File: config.mk
export PLATFORM = sky130hd
export DESIGN_NAME = aes_out_word_fifo
export DESIGN_NICKNAME = d
export VERILOG_FILES = /design/src/rtl/aes_out_word_fifo.sv
export SDC_FILE = /design/constraint.sdc
export NUM_CORES = 1
export LEC_CHECK = 0
export ABC_CLOCK_PERIOD_IN_PS = 10500
export CAP_MARGIN = 20
export CORE_UTILIZATION = 30
export CTS_BUF_LIST = sky130_fd_sc_hd__clkbuf_16
export DETAILED_ROUTE_END_ITERATION = 7
export GPL_ROUTABILITY_DRIVEN = 0
export GPL_TIMING_DRIVEN = 0
export PLACE_DENSITY = 0.45
export RECOVER_POWER = 50
export SYNTH_ARGS = -nofsm -noshare
export SYNTH_HDL_FRONTEND = slang
export SYNTH_SLANG_ARGS = --single-unit
File: constraint.sdc
create_clock -name clock -period 10.5 [get_ports clock]
set_input_delay 1.05 -clock clock [delete_from_list [all_inputs] [get_ports clock]]
set_output_delay 1.05 -clock clock [all_outputs]
set_load 0.005 [all_outputs]
File: src/rtl/aes_out_word_fifo.sv
// Block-wide FIFO between the AES core and the register bus: 128-bit blocks go in,
// 32-bit words come out, most significant word of the head block first.
module aes_out_word_fifo #(
    parameter int DEPTH = 4
) (
    input  logic                       clock,
    input  logic                       resetn,
    input  logic [127:0]               blk_data,
    input  logic                       blk_valid,
    output logic                       blk_ready,
    input  logic                       word_ready,
    output logic                       word_valid,
    output logic [31:0]                word_data,
    output logic [1:0]                 word_idx,
    input  logic                       flush,
    output logic [$clog2(DEPTH+1)-1:0] level,
    output logic                       full,
    output logic                       overflow
);
    localparam int PW = $clog2(DEPTH);
    localparam int LW = $clog2(DEPTH+1);

    logic [DEPTH-1:0][127:0] mem;
    logic [PW-1:0]           wr_ptr, rd_ptr;
    logic [3:0][31:0]        head;
    logic                    push, pop, last;

    assign full       = (level == LW'(DEPTH));
    assign blk_ready  = !full;
    assign word_valid = (level != '0);
    assign push       = blk_valid && !full;
    assign pop        = word_valid && word_ready;
    assign last       = pop && (word_idx == 2'd3);

    // head[3] is [127:96], so word index 0 maps to head[3]
    assign head      = mem[rd_ptr];
    assign word_data = word_valid ? head[~word_idx] : 32'h0;

    // Storage is not reset; the pointers decide what is meaningful.
    always_ff @(posedge clock) begin
        if (push && !flush)
            mem[wr_ptr] <= blk_data;
    end

    always_ff @(posedge clock or negedge resetn) begin
        if (!resetn) begin
            wr_ptr   <= '0;
            rd_ptr   <= '0;
            level    <= '0;
            word_idx <= '0;
            overflow <= 1'b0;
        end else if (flush) begin
            wr_ptr   <= '0;
            rd_ptr   <= '0;
            level    <= '0;
            word_idx <= '0;
            overflow <= 1'b0;
        end else begin
            if (blk_valid && full)
                overflow <= 1'b1;
            if (push)
                wr_ptr <= wr_ptr + PW'(1);
            if (pop) begin
                word_idx <= word_idx + 2'd1;
                if (last)
                    rd_ptr <= rd_ptr + PW'(1);
            end
            if (push && !last)
                level <= level + LW'(1);
            else if (last && !push)
                level <= level - LW'(1);
        end
    end
endmodule
==> flow_summary_export.csv <==
group,metric,value,unit
run_status,outcome,"finished with violations",
run_status,violations,"max-capacitance violations, max-slew violations",
drt,ant_nets,0,
drt,routed_via_density,4.69,
sta,max_freq,199,MHz
clocking,cts.htree.levels,2,
clocking,postCtsSetupBuffers,0,
grt,grt_usage,0.147,
sta,worst_hold_slack,0.533,ns
clocking,cts.clk_slew.worst_paths,0.06,ns
die,row_count,93,
clocking,root_buffer,"clkbuf_16",
worst_setup_path,endpoint_kind,"register",
power,p_int,3670,µW
power,p_per_area,190,nW/µm²
worst_setup_path,crit_path_start,"blk_valid",
min_path,hold_class,"register to register",
sta,tns,0,ns
sta,skew,0.0140,ns
synth,ys_seq_area_frac,0.790,
grt,grt_max_degree,52,
synth,avgSynthCellArea,23.2,µm²
power,p_sw,1010,µW
placement,placed_cell_area,22800,µm²
power,clkPwrFrac,0.408,
grt,grt_pass1_vias,10200,
cells_and_area,nNetsFinal,1231,
synth,synth.distinct_cells,34,
sta,setup_violations,0,
cells_and_area,areaGrowthSynthToFinish,24.0,%
cells_and_area,nFillCells,5857,
grt,met3_usage,0.0341,
grt,gr-usage-met1,0.196,
worst_setup_path,slowest_stage,"clkbuf_1",
die,pin_count,174,
sta,max_slew_margin,-1.04,
drt,wl_per_cell,24.2,µm
die,die_h,259,µm
clocking,postCtsHoldBufs,0,
clocking,tritoncts,"built",
grt,busiest_layer,"met2",
sta,period_share,0.479,
sta,rsz0062_at_grt,"false",
clocking,cts_max_path_buffers,3,
power,combPwrFrac,0.081,
cells_and_area,final_util,0.379,
placement,dp_hpwl,29900,µm
power,power_frac_seq,0.511,
run,maxCapViolCount,2,
die,core-area,64800,µm²
drt,post-route-drc-count,0,
drt,first_iter_violations,580,
synth,yosysWarnings,0,
die,die_area,67000,µm²
synth,synth_nets,991,
drt,vias,9342,
min_path,hp-start,"overflow$_DFFE_PN0P_",
worst_setup_path,path_cells,"dlygate4sd3_1, nand2_1, nor2_1, and2_0, clkbuf_1, buf_16",
grt,use_met2,0.241,
clocking,insertion_delay,0.60,ns
power,p_leak,0.00769,µW
worst_setup_path,required,10.77,ns
cells_and_area,drive_gt1_frac,0.207,
grt,antenna_found_initial,18,
synth,yosys_register_bits,522,
worst_setup_path,critPathArrivalTime,5.30,ns
worst_setup_path,cp_slowest_stage_delay,2.17,ns
worst_setup_path,cp_max_fo,41,
placement,port_buffers,173,
drt,wirelength,48300,µm
cells_and_area,final_area,24500,µm²
sta,worst_pin_slew,3.07,ns
worst_setup_path,crit_type,"input port to register",
drt,first_pass_iters,5,
clocking,cts-resized-gates,0,
sta,slew_violations,87,
worst_setup_path,r2r-start,"level[0]$_DFFE_PN0P_",
power,ir_worst_vdd,0.104,mV
grt,grt_overflow,0,
clocking,clock-sinks,522,
sta,min_period,5.03,ns
die,die_w,259,µm
clocking,numCtsBuffers,56,
synth,syn_inst,852,
grt,grt_pass1_wl,70500,µm
power,power.share.switching,0.216,
worst_setup_path,start_kind,"input port",
die,initial_utilization,0.305,
synth,synth.cell_area,19800,µm²
sta,final_hold_viol_count,0,
[final timing paths]
check	cells past startpoint	end	slack, ns
max	6	mem[183]$_DFFE_PP_	5.47
min	2	overflow$_DFFE_PN0P_	0.53
max reg2reg	7	mem[183]$_DFFE_PP_	5.68
min reg2reg	2	overflow$_DFFE_PN0P_	0.53
max in group asynchronous	1	rd_ptr[1]$_DFFE_PN0P_	9.32
min in group asynchronous	1	level[2]$_DFFE_PN0P_	0.85
[metal layers]
layer / vias to the layer above / part of all wire / wire length (µm)
met2: 195 / 0.49 / 23600
li1: 4108 / - / -
met5: - / 0.0011 / 55
met1: 4942 / 0.45 / 21500
met3: 87 / 0.045 / 2160
met4: 10 / 0.018 / 887
[sequential cells by signal (all words and copies together), names as in the netlist]
name      count
rd_ptr        2
level         3
wr_ptr        2
overflow      1
mem         512
word_idx      2
[cell families after synthesis]
family          after synthesis  share of synthesized area
compound gates               69                     0.0260
xor+xnor                      5                    0.00259
fa+ha+maj                     6                    0.00417
buf+inv                      52                     0.0142
flops                       522                      0.790
mux                         133                      0.148
simple gates                 65                     0.0156
[stage by stage]
step,std cells,worst slack (ns),total power [µW]
CTS,1988,5.60,4760
global route,1989,5.12,4850
finish,1991,5.47,4670
detailed placement,1889,6.27,2840
floorplan,852,5.78,2590
global placement,1880,2.02,2840
[synthesized netlist by cell type]
master	number	area (µm²)
buf_2	8	40.0
inv_2	1	3.75
clkbuf_1	16	60.1
nor2b_1	1	6.26
xnor2_1	2	17.5
nand2_8	1	20.0
ha_1	5	62.6
mux2i_1	3	30.0
mux4_2	127	2860
xor2_2	1	16.3
or3b_1	1	8.76
inv_1	6	22.5
mux2_1	1	11.3
nor3_1	1	5.00
o311a_1	1	10.0
nand2_1	36	135
mux2_2	2	22.5
buf_4	2	15.0
and3_1	1	6.26
o211ai_1	1	7.51
nor3b_1	2	15.0
a311oi_1	1	8.76
and2_1	5	31.3
nor2_1	13	48.8
nor3_4	1	16.3
buf_6	9	101
buf_1	10	37.5
a22oi_1	63	473
dfrtp_1	10	250
xor2_1	2	17.5
a21oi_1	3	15.0
edfxtp_1	512	15400
fa_1	1	20.0
nand3_1	3	15.0
[worst max-delay path, delay by kind of cell]
kind	cells	cell delay, ns
buf+inv	3	3.03
simple gates	3	1.13
[cells in the final DEF, fill, tap and decap left out, drive strengths merged, types with 10 or more instances in the layout]
cell type      instances
dlygate4sd3          131
clkbuf                77
edfxtp               512
inv                   17
dfrtp                 10
clkdlybuf4s50         42
mux4                 127
a22oi                 63
clkinv                25
buf                   34
nand2                 37
nor2                  13
[power groups by stage]
| stage | Combinational, µW | Sequential (µW) | Clock [µW] |
|---|---|---|---|
| 2_1_floorplan | 151 | 2440 | 0 |
| 3_3_place_gp | 392 | 2450 | 0 |
| 3_5_place_dp | 404 | 2430 | 0 |
| 4_1_cts | 406 | 2390 | 1970 |
| 5_1_grt | 414 | 2390 | 2040 |
| 6_report | 379 | 2390 | 1910 |
[final cells by class]
class,count,area [µm²],area share
Antenna cell,3,7.51,0.000306
Buffer,45,246,0.0100
Clock buffer,57,1430,0.0581
Clock inverter,42,335,0.0137
Inverter,7,26.3,0.00107
Multi-Input combinational cell,278,3870,0.158
Sequential cell,522,15600,0.637
Tap cell,855,1070,0.0436
Timing Repair Buffer,182,1930,0.0787
(Power assumes the default switching activity.)
==> patch 1 (config.mk and constraints unchanged) <==
The parameter `DEPTH` goes from 4 to 8.
--- a/src/rtl/aes_out_word_fifo.sv
+++ b/src/rtl/aes_out_word_fifo.sv
@@ -3,3 +3,3 @@
 module aes_out_word_fifo #(
-    parameter int DEPTH = 4
+    parameter int DEPTH = 8
 ) (
Ports: changed (resized level); port bits go from 174 to 175. The function was not compared with the original's and may differ.
==> patch 1 against the unedited design <==
The run still ends with capacitance limit, slew limit left; routed wire length increased by 120%; total power increased by 94%; synthesized area increased by 100%; combinational power increased by 97%; design area increased by 97%; register-to-register slack improved by 0.07 ns; sequential cell count increased by 515; setup slack got worse by 1.2 ns; maximum frequency decreased by 19%; core utilization decreased by 0.78 points; critical endpoint is now word_data[23]; highest routed layer unchanged.
==> patch 1: results (changes against the unedited design) <==
Worst setup path
  • CP endpoint: word_data[23] (was mem[183]$_DFFE_PP_)
  • WP data arrival: 5.19 ns (was 5.30 ns)
  • RR Endpoint: level[3]$_DFFE_PN0P_ (was mem[183]$_DFFE_PP_)
  • CP Class: flip-flop to primary output (was input port to flip-flop)
  • Reg2Reg Setup Slack: 5.75 ns (was 5.68 ns)
  • Crit-path max FO: 10 (was 41)
  • Slowest CP cell: nor4_1 (was clkbuf_1)
  • Worst path top cell family by delay: simple AND/OR/NAND/NOR gates (was buffers and inverters)

Finish
  • Final #Nets: 2219 (was 1231)
  • Largest registers: mem: 1024 flops, level: 4 flops (was mem: 512 flops, level: 3 flops)
  • Layout cell share with drive strength beyond 1: 0.2228 (was 0.2065)
  • Filler cells: 11814 (was 5857)

Global route
  • Largest net degree at the start of global routing: 24 (was 52)
  • GRT Total Usage: 0.1637 (was 0.1466)
  • Initial antenna violation count: 71 (was 18)
  • First-pass GRT wire length: 152700 um (was 70540 um)
  • Vias in the first global route: 20402 (was 10181)

Route
  • Final wirelength: 108500 um (was 48260 um)
  • Number of vias per cell: 4.887 (was 4.692)
  • Routed WL per cell: 27.67 um (was 24.24 um)
  • Iter 0 DRT Violations: 1531 (was 580)

Clock network
  • CTS Buf Count: 108 (was 56)
  • Worst skew pair latency: 0.68 ns (was 0.60 ns)
  • H-Tree Depth: 3 (was 2)

Logic synthesis
  • Post-synth EDFFs: 1024 (was 512)
  • Adder-cell share of the synthesized area: 0.002084 (was 0.004174)
  • Compound-Gate Fraction of Synth Area: 0.03246 (was 0.02599)
  • Synth top area cells: edfxtp_1 (78%), mux4_2 (13%), mux2i_1 (3.3%) (was edfxtp_1 (78%), mux4_2 (14%), a22oi_1 (2.4%))
  • Post-synth top cells: edfxtp_1 (1024), mux4_2 (224), mux2i_1 (130) (was edfxtp_1 (512), mux4_2 (127), a22oi_1 (63))
  • Proportion of synthesized area in mux cells: 0.1602 (was 0.1478)
  • Sequential share of the synthesized area: 0.7843 (was 0.7897)
  • Yosys cell types: 43 (was 34)
  • Fraction of registers with async set/reset: 0.01254 (was 0.01916)
  • Syn Area/Cell: 22.82 um2 (was 23.22 um2)
  • Post-synthesis xor/xnor area fraction: 0.001326 (was 0.002593)
  • Syn_nets: 1875 (was 991)

Place
  • DP Area: 44980 um2 (was 22840 um2)
  • Placed Cells: 3712 (was 1889)
  • Hpwl dp: 74560 um (was 29940 um)

Outcome
  • Failing checks: capacitance limit, slew limit (unchanged)
  • Status: finished with violations (unchanged)

Power and ir drop
  • Max VDD drop: 0.1172 mV (was 0.1035 mV)
  • Leakage power: 15.09 nW (was 7.687 nW)

STA
  • Fin Clk Skew: 0.01275 ns (was 0.01403 ns)
  • Final hold slack: 0.5074 ns (was 0.5325 ns)
  • Slew Viols, Final: 9 (was 87)
  • Worst slew pin tran: 2.737 ns (was 3.065 ns)

Flow run
  • Maxcap violations: 1 (was 2)
patch 1: metal layers:
metal  wire length [um]  GRT usage  vias to the layer above
met3               6052    0.03507                      216
li1                   -          -                     8186
met4               2719    0.04586                       38
met1              45000     0.2071                    10202
met5                245          0                        -
met2              54450     0.2818                      515
patch 1: stage by stage:
stage	util	worst slack, ns
floorplan	-	2.950
global placement	0.3341	-4.879
detailed placement	0.3452	5.461
CTS	0.3712	4.703
global route	0.3708	3.899
finish	0.3708	4.258
patch 1: logic make-up (layout without fill, tap and decap cells):
kind of cell / after synthesis / after routing
AOI/OAI and AO/OA: 169 / 169
adders and majority gates: 6 / 6
xor gates and xnor gates: 6 / 6
other: 0 / 10
DFF: 1037 / 1037
muxes: 354 / 354
buffers and inverters: 107 / 539
and+or+nand+nor: 57 / 57
patch 1: cell type report:
type / instances / area (um2) / share of cell area
plain buffers: 100 / 439.2 / 0.009088
clock inverters: 87 / 616.8 / 0.01276
flip-flops and latches: 1037 / 31070 / 0.6430
well taps: 1742 / 2180 / 0.04510
repair buffers: 234 / 3084 / 0.06382
clock buffers: 111 / 2778 / 0.05748
diodes: 10 / 25.02 / 0.0005178
inverters: 7 / 38.79 / 0.0008026
multi-input cells: 592 / 8089 / 0.1674
patch 1: worst min-delay path, delay by kind of cell (launching register included):
kind | cells | cell delay [ns]
flops | 1 | 0.34
simple gates | 1 | 0.08
compound gates | 1 | 0.04
patch 1: power breakdown:
group | switching [mW] | internal (mW)
logic | 0.461 | 0.284
clock network | 1.55 | 2.12
registers | 0.0233 | 4.63
==> patch 2 (same settings) <==
Made on the original files. Put one more register stage on the output `overflow`. The value now appears one clock later. The other outputs are not delayed to match.
--- a/src/rtl/aes_out_word_fifo.sv
+++ b/src/rtl/aes_out_word_fifo.sv
@@ -21,2 +21,4 @@
     localparam int LW = $clog2(DEPTH+1);
+
+    logic overflow_s0;
 
@@ -50,3 +52,3 @@
             word_idx <= '0;
-            overflow <= 1'b0;
+            overflow_s0 <= 1'b0;
         end else if (flush) begin
@@ -56,6 +58,6 @@
             word_idx <= '0;
-            overflow <= 1'b0;
+            overflow_s0 <= 1'b0;
         end else begin
             if (blk_valid && full)
-                overflow <= 1'b1;
+                overflow_s0 <= 1'b1;
             if (push)
@@ -73,2 +75,6 @@
     end
+    always_ff @(posedge clock) begin
+        overflow <= overflow_s0;
+    end
+
 endmodule
Formal check against the unedited RTL: not equivalent (Yosys sat finds a counterexample within 10 cycles, from zero or initial values and one cycle with resetn low).
==> patch 2 against the unedited design <==
Largest power group unchanged; synthesized area up 0.10%; synthesized cell count increased by 0.12%; clock skew decreased by 0.0016 ns; critical path depth is the same; routed wire length is 0.31% lower; design area is 0.54% higher; highest routed layer unchanged; first-iteration DRC count up 1.6%; sequential share of layout area down 0.26 points; total power is 1.2% higher; sequential cell count grew 1; setup slack improved by 0.25 ns; sequential power is essentially flat; the flow still finishes with violations (capacitance limit, slew limit); die area rose by 0.10%.
==> patch 2: results (changes against the unedited design) <==
Logic synthesis
  • Adder-cell share of the synthesized area: 0.004170 (was 0.004174)
  • Synth top area cells: edfxtp_1 (78%), mux4_2 (14%), a22oi_1 (2.4%) (unchanged)
  • Sequential share of the synthesized area: 0.7899 (was 0.7897)
  • Compound-Gate Fraction of Synth Area: 0.02597 (was 0.02599)
  • Syn_nets: 992 (was 991)
  • Post-synthesis xor/xnor area fraction: 0.002590 (was 0.002593)
  • Proportion of synthesized area in mux cells: 0.1476 (was 0.1478)
  • Yosys cell types: 35 (was 34)
  • Syn Area/Cell: 23.22 um2 (about the same)
  • Fraction of registers with async set/reset: 0.01912 (was 0.01916)

STA
  • Fin Clk Skew: 0.01244 ns (was 0.01403 ns)
  • Slew Viols, Final: 31 (was 87)
  • Worst slew pin tran: 2.900 ns (was 3.065 ns)

Finish
  • Filler cells: 5884 (was 5857)
  • Final #Nets: 1232 (was 1231)
  • Finished Layout Cells: 2002 (was 1991)
  • Layout cell share with drive strength beyond 1: 0.2070 (was 0.2065)

Place
  • Hpwl dp: 29600 um (was 29940 um)
  • DP Area: 22840 um2 (about the same)

Worst setup path
  • WP data arrival: 3.73 ns (was 5.30 ns)
  • Crit-path max FO: 10 (was 41)

Global route
  • M3 GR Usage: 0.03368 (was 0.03414)
  • Initial antenna violation count: 23 (was 18)
  • First-pass GRT wire length: 69100 um (was 70540 um)
  • Vias in the first global route: 10031 (was 10181)
  • Met2 usage: 0.2349 (was 0.2411)
  • GRT Total Usage: 0.1438 (was 0.1466)
  • GR Util met1: 0.1944 (was 0.1960)

Route
  • Router iterations before antenna repair: 4 (was 5)
  • Final wirelength: 48100 um (was 48260 um)
  • Iter 0 DRT Violations: 589 (was 580)
  • Number of vias per cell: 4.686 (was 4.692)
  • Number of remaining DRC errors: 0 (unchanged)

Power and ir drop
  • P_int: 3.705 mW (was 3.666 mW)
  • Max VDD drop: 0.1187 mV (was 0.1035 mV)
  • Leakage power: 7.756 nW (was 7.687 nW)

Outcome
  • Failing checks: capacitance limit, slew limit (unchanged)
  • Status: finished with violations (unchanged)

Flow run
  • Maxcap violations: 1 (was 2)

Clock network
  • CTS resizes: 0 (unchanged)
  • CTS Buf Count: 57 (was 56)
  • Worst-path clk slew: 0.06 ns (about the same)
-- patch 2: path summary, 6_finish.rpt --
kind                                            to  slack (ns)  cells past startpoint                    start
min in group asynchronous  word_idx[1]$_DFFE_PN0P_        0.86                      1                   resetn
max                                   word_data[9]        5.72                      6  word_idx[0]$_DFFE_PN0P_
max in group asynchronous    rd_ptr[1]$_DFFE_PN0P_        9.28                      1                   resetn
max reg2reg                     mem[314]$_DFFE_PP_        6.35                      6     level[2]$_DFFE_PN0P_
min reg2reg                       overflow$_DFF_P_        0.37                      0  overflow_s0$_DFFE_PN0P_
min                               overflow$_DFF_P_        0.37                      0  overflow_s0$_DFFE_PN0P_
-- patch 2: layout make-up --
cell class	instances	area, um2	share of cell area
flip-flops and latches	523	15650	0.6341
clock inverters	47	360.3	0.01461
inverters	7	26.28	0.001065
diodes	7	17.52	0.0007100
clock buffers	59	1476	0.05984
multi-input cells	278	3871	0.1569
well taps	855	1070	0.04336
plain buffers	45	254.0	0.01029
repair buffers	181	1952	0.07911
-- patch 2: critical path, cell delays in order, from the launching register on --
cell	delay [ns]
dfrtp_1	0.39
buf_2	0.19
nor3b_1	0.81
clkbuf_1	0.81
a22oi_1	0.25
nand2_1	0.14
clkdlybuf4s50_1	0.50
-- patch 2: cells by family after synthesis --
group | Yosys count
xor+xnor | 5
buf+inv | 52
simple gates | 65
flops | 523
compound gates | 69
fa+ha+maj | 6
mux | 133
-- patch 2: metrics by stage --
stage          worst slack (ns)  utilization
2_1_floorplan             5.778            -
5_1_grt                   5.518       0.3806
4_1_cts                   5.490       0.3807
6_report                  5.723       0.3807
3_3_place_gp              1.984       0.3488
3_5_place_dp              6.156       0.3523
-- patch 2: power groups by stage --
stage | combinational, mW | clock [mW] | sequential (mW)
2_1_floorplan | 0.151 | 0 | 2.44
3_5_place_dp | 0.403 | 0 | 2.44
3_3_place_gp | 0.392 | 0 | 2.45
4_1_cts | 0.405 | 2.02 | 2.39
6_report | 0.381 | 1.96 | 2.39
5_1_grt | 0.413 | 2.10 | 2.40
-- patch 2: routing by layer --
metal / share of wire / routed length (um)
met4: 0.018 / 871
met5: 0.0019 / 89
met3: 0.052 / 2498
met2: 0.49 / 23520
met1: 0.44 / 21130
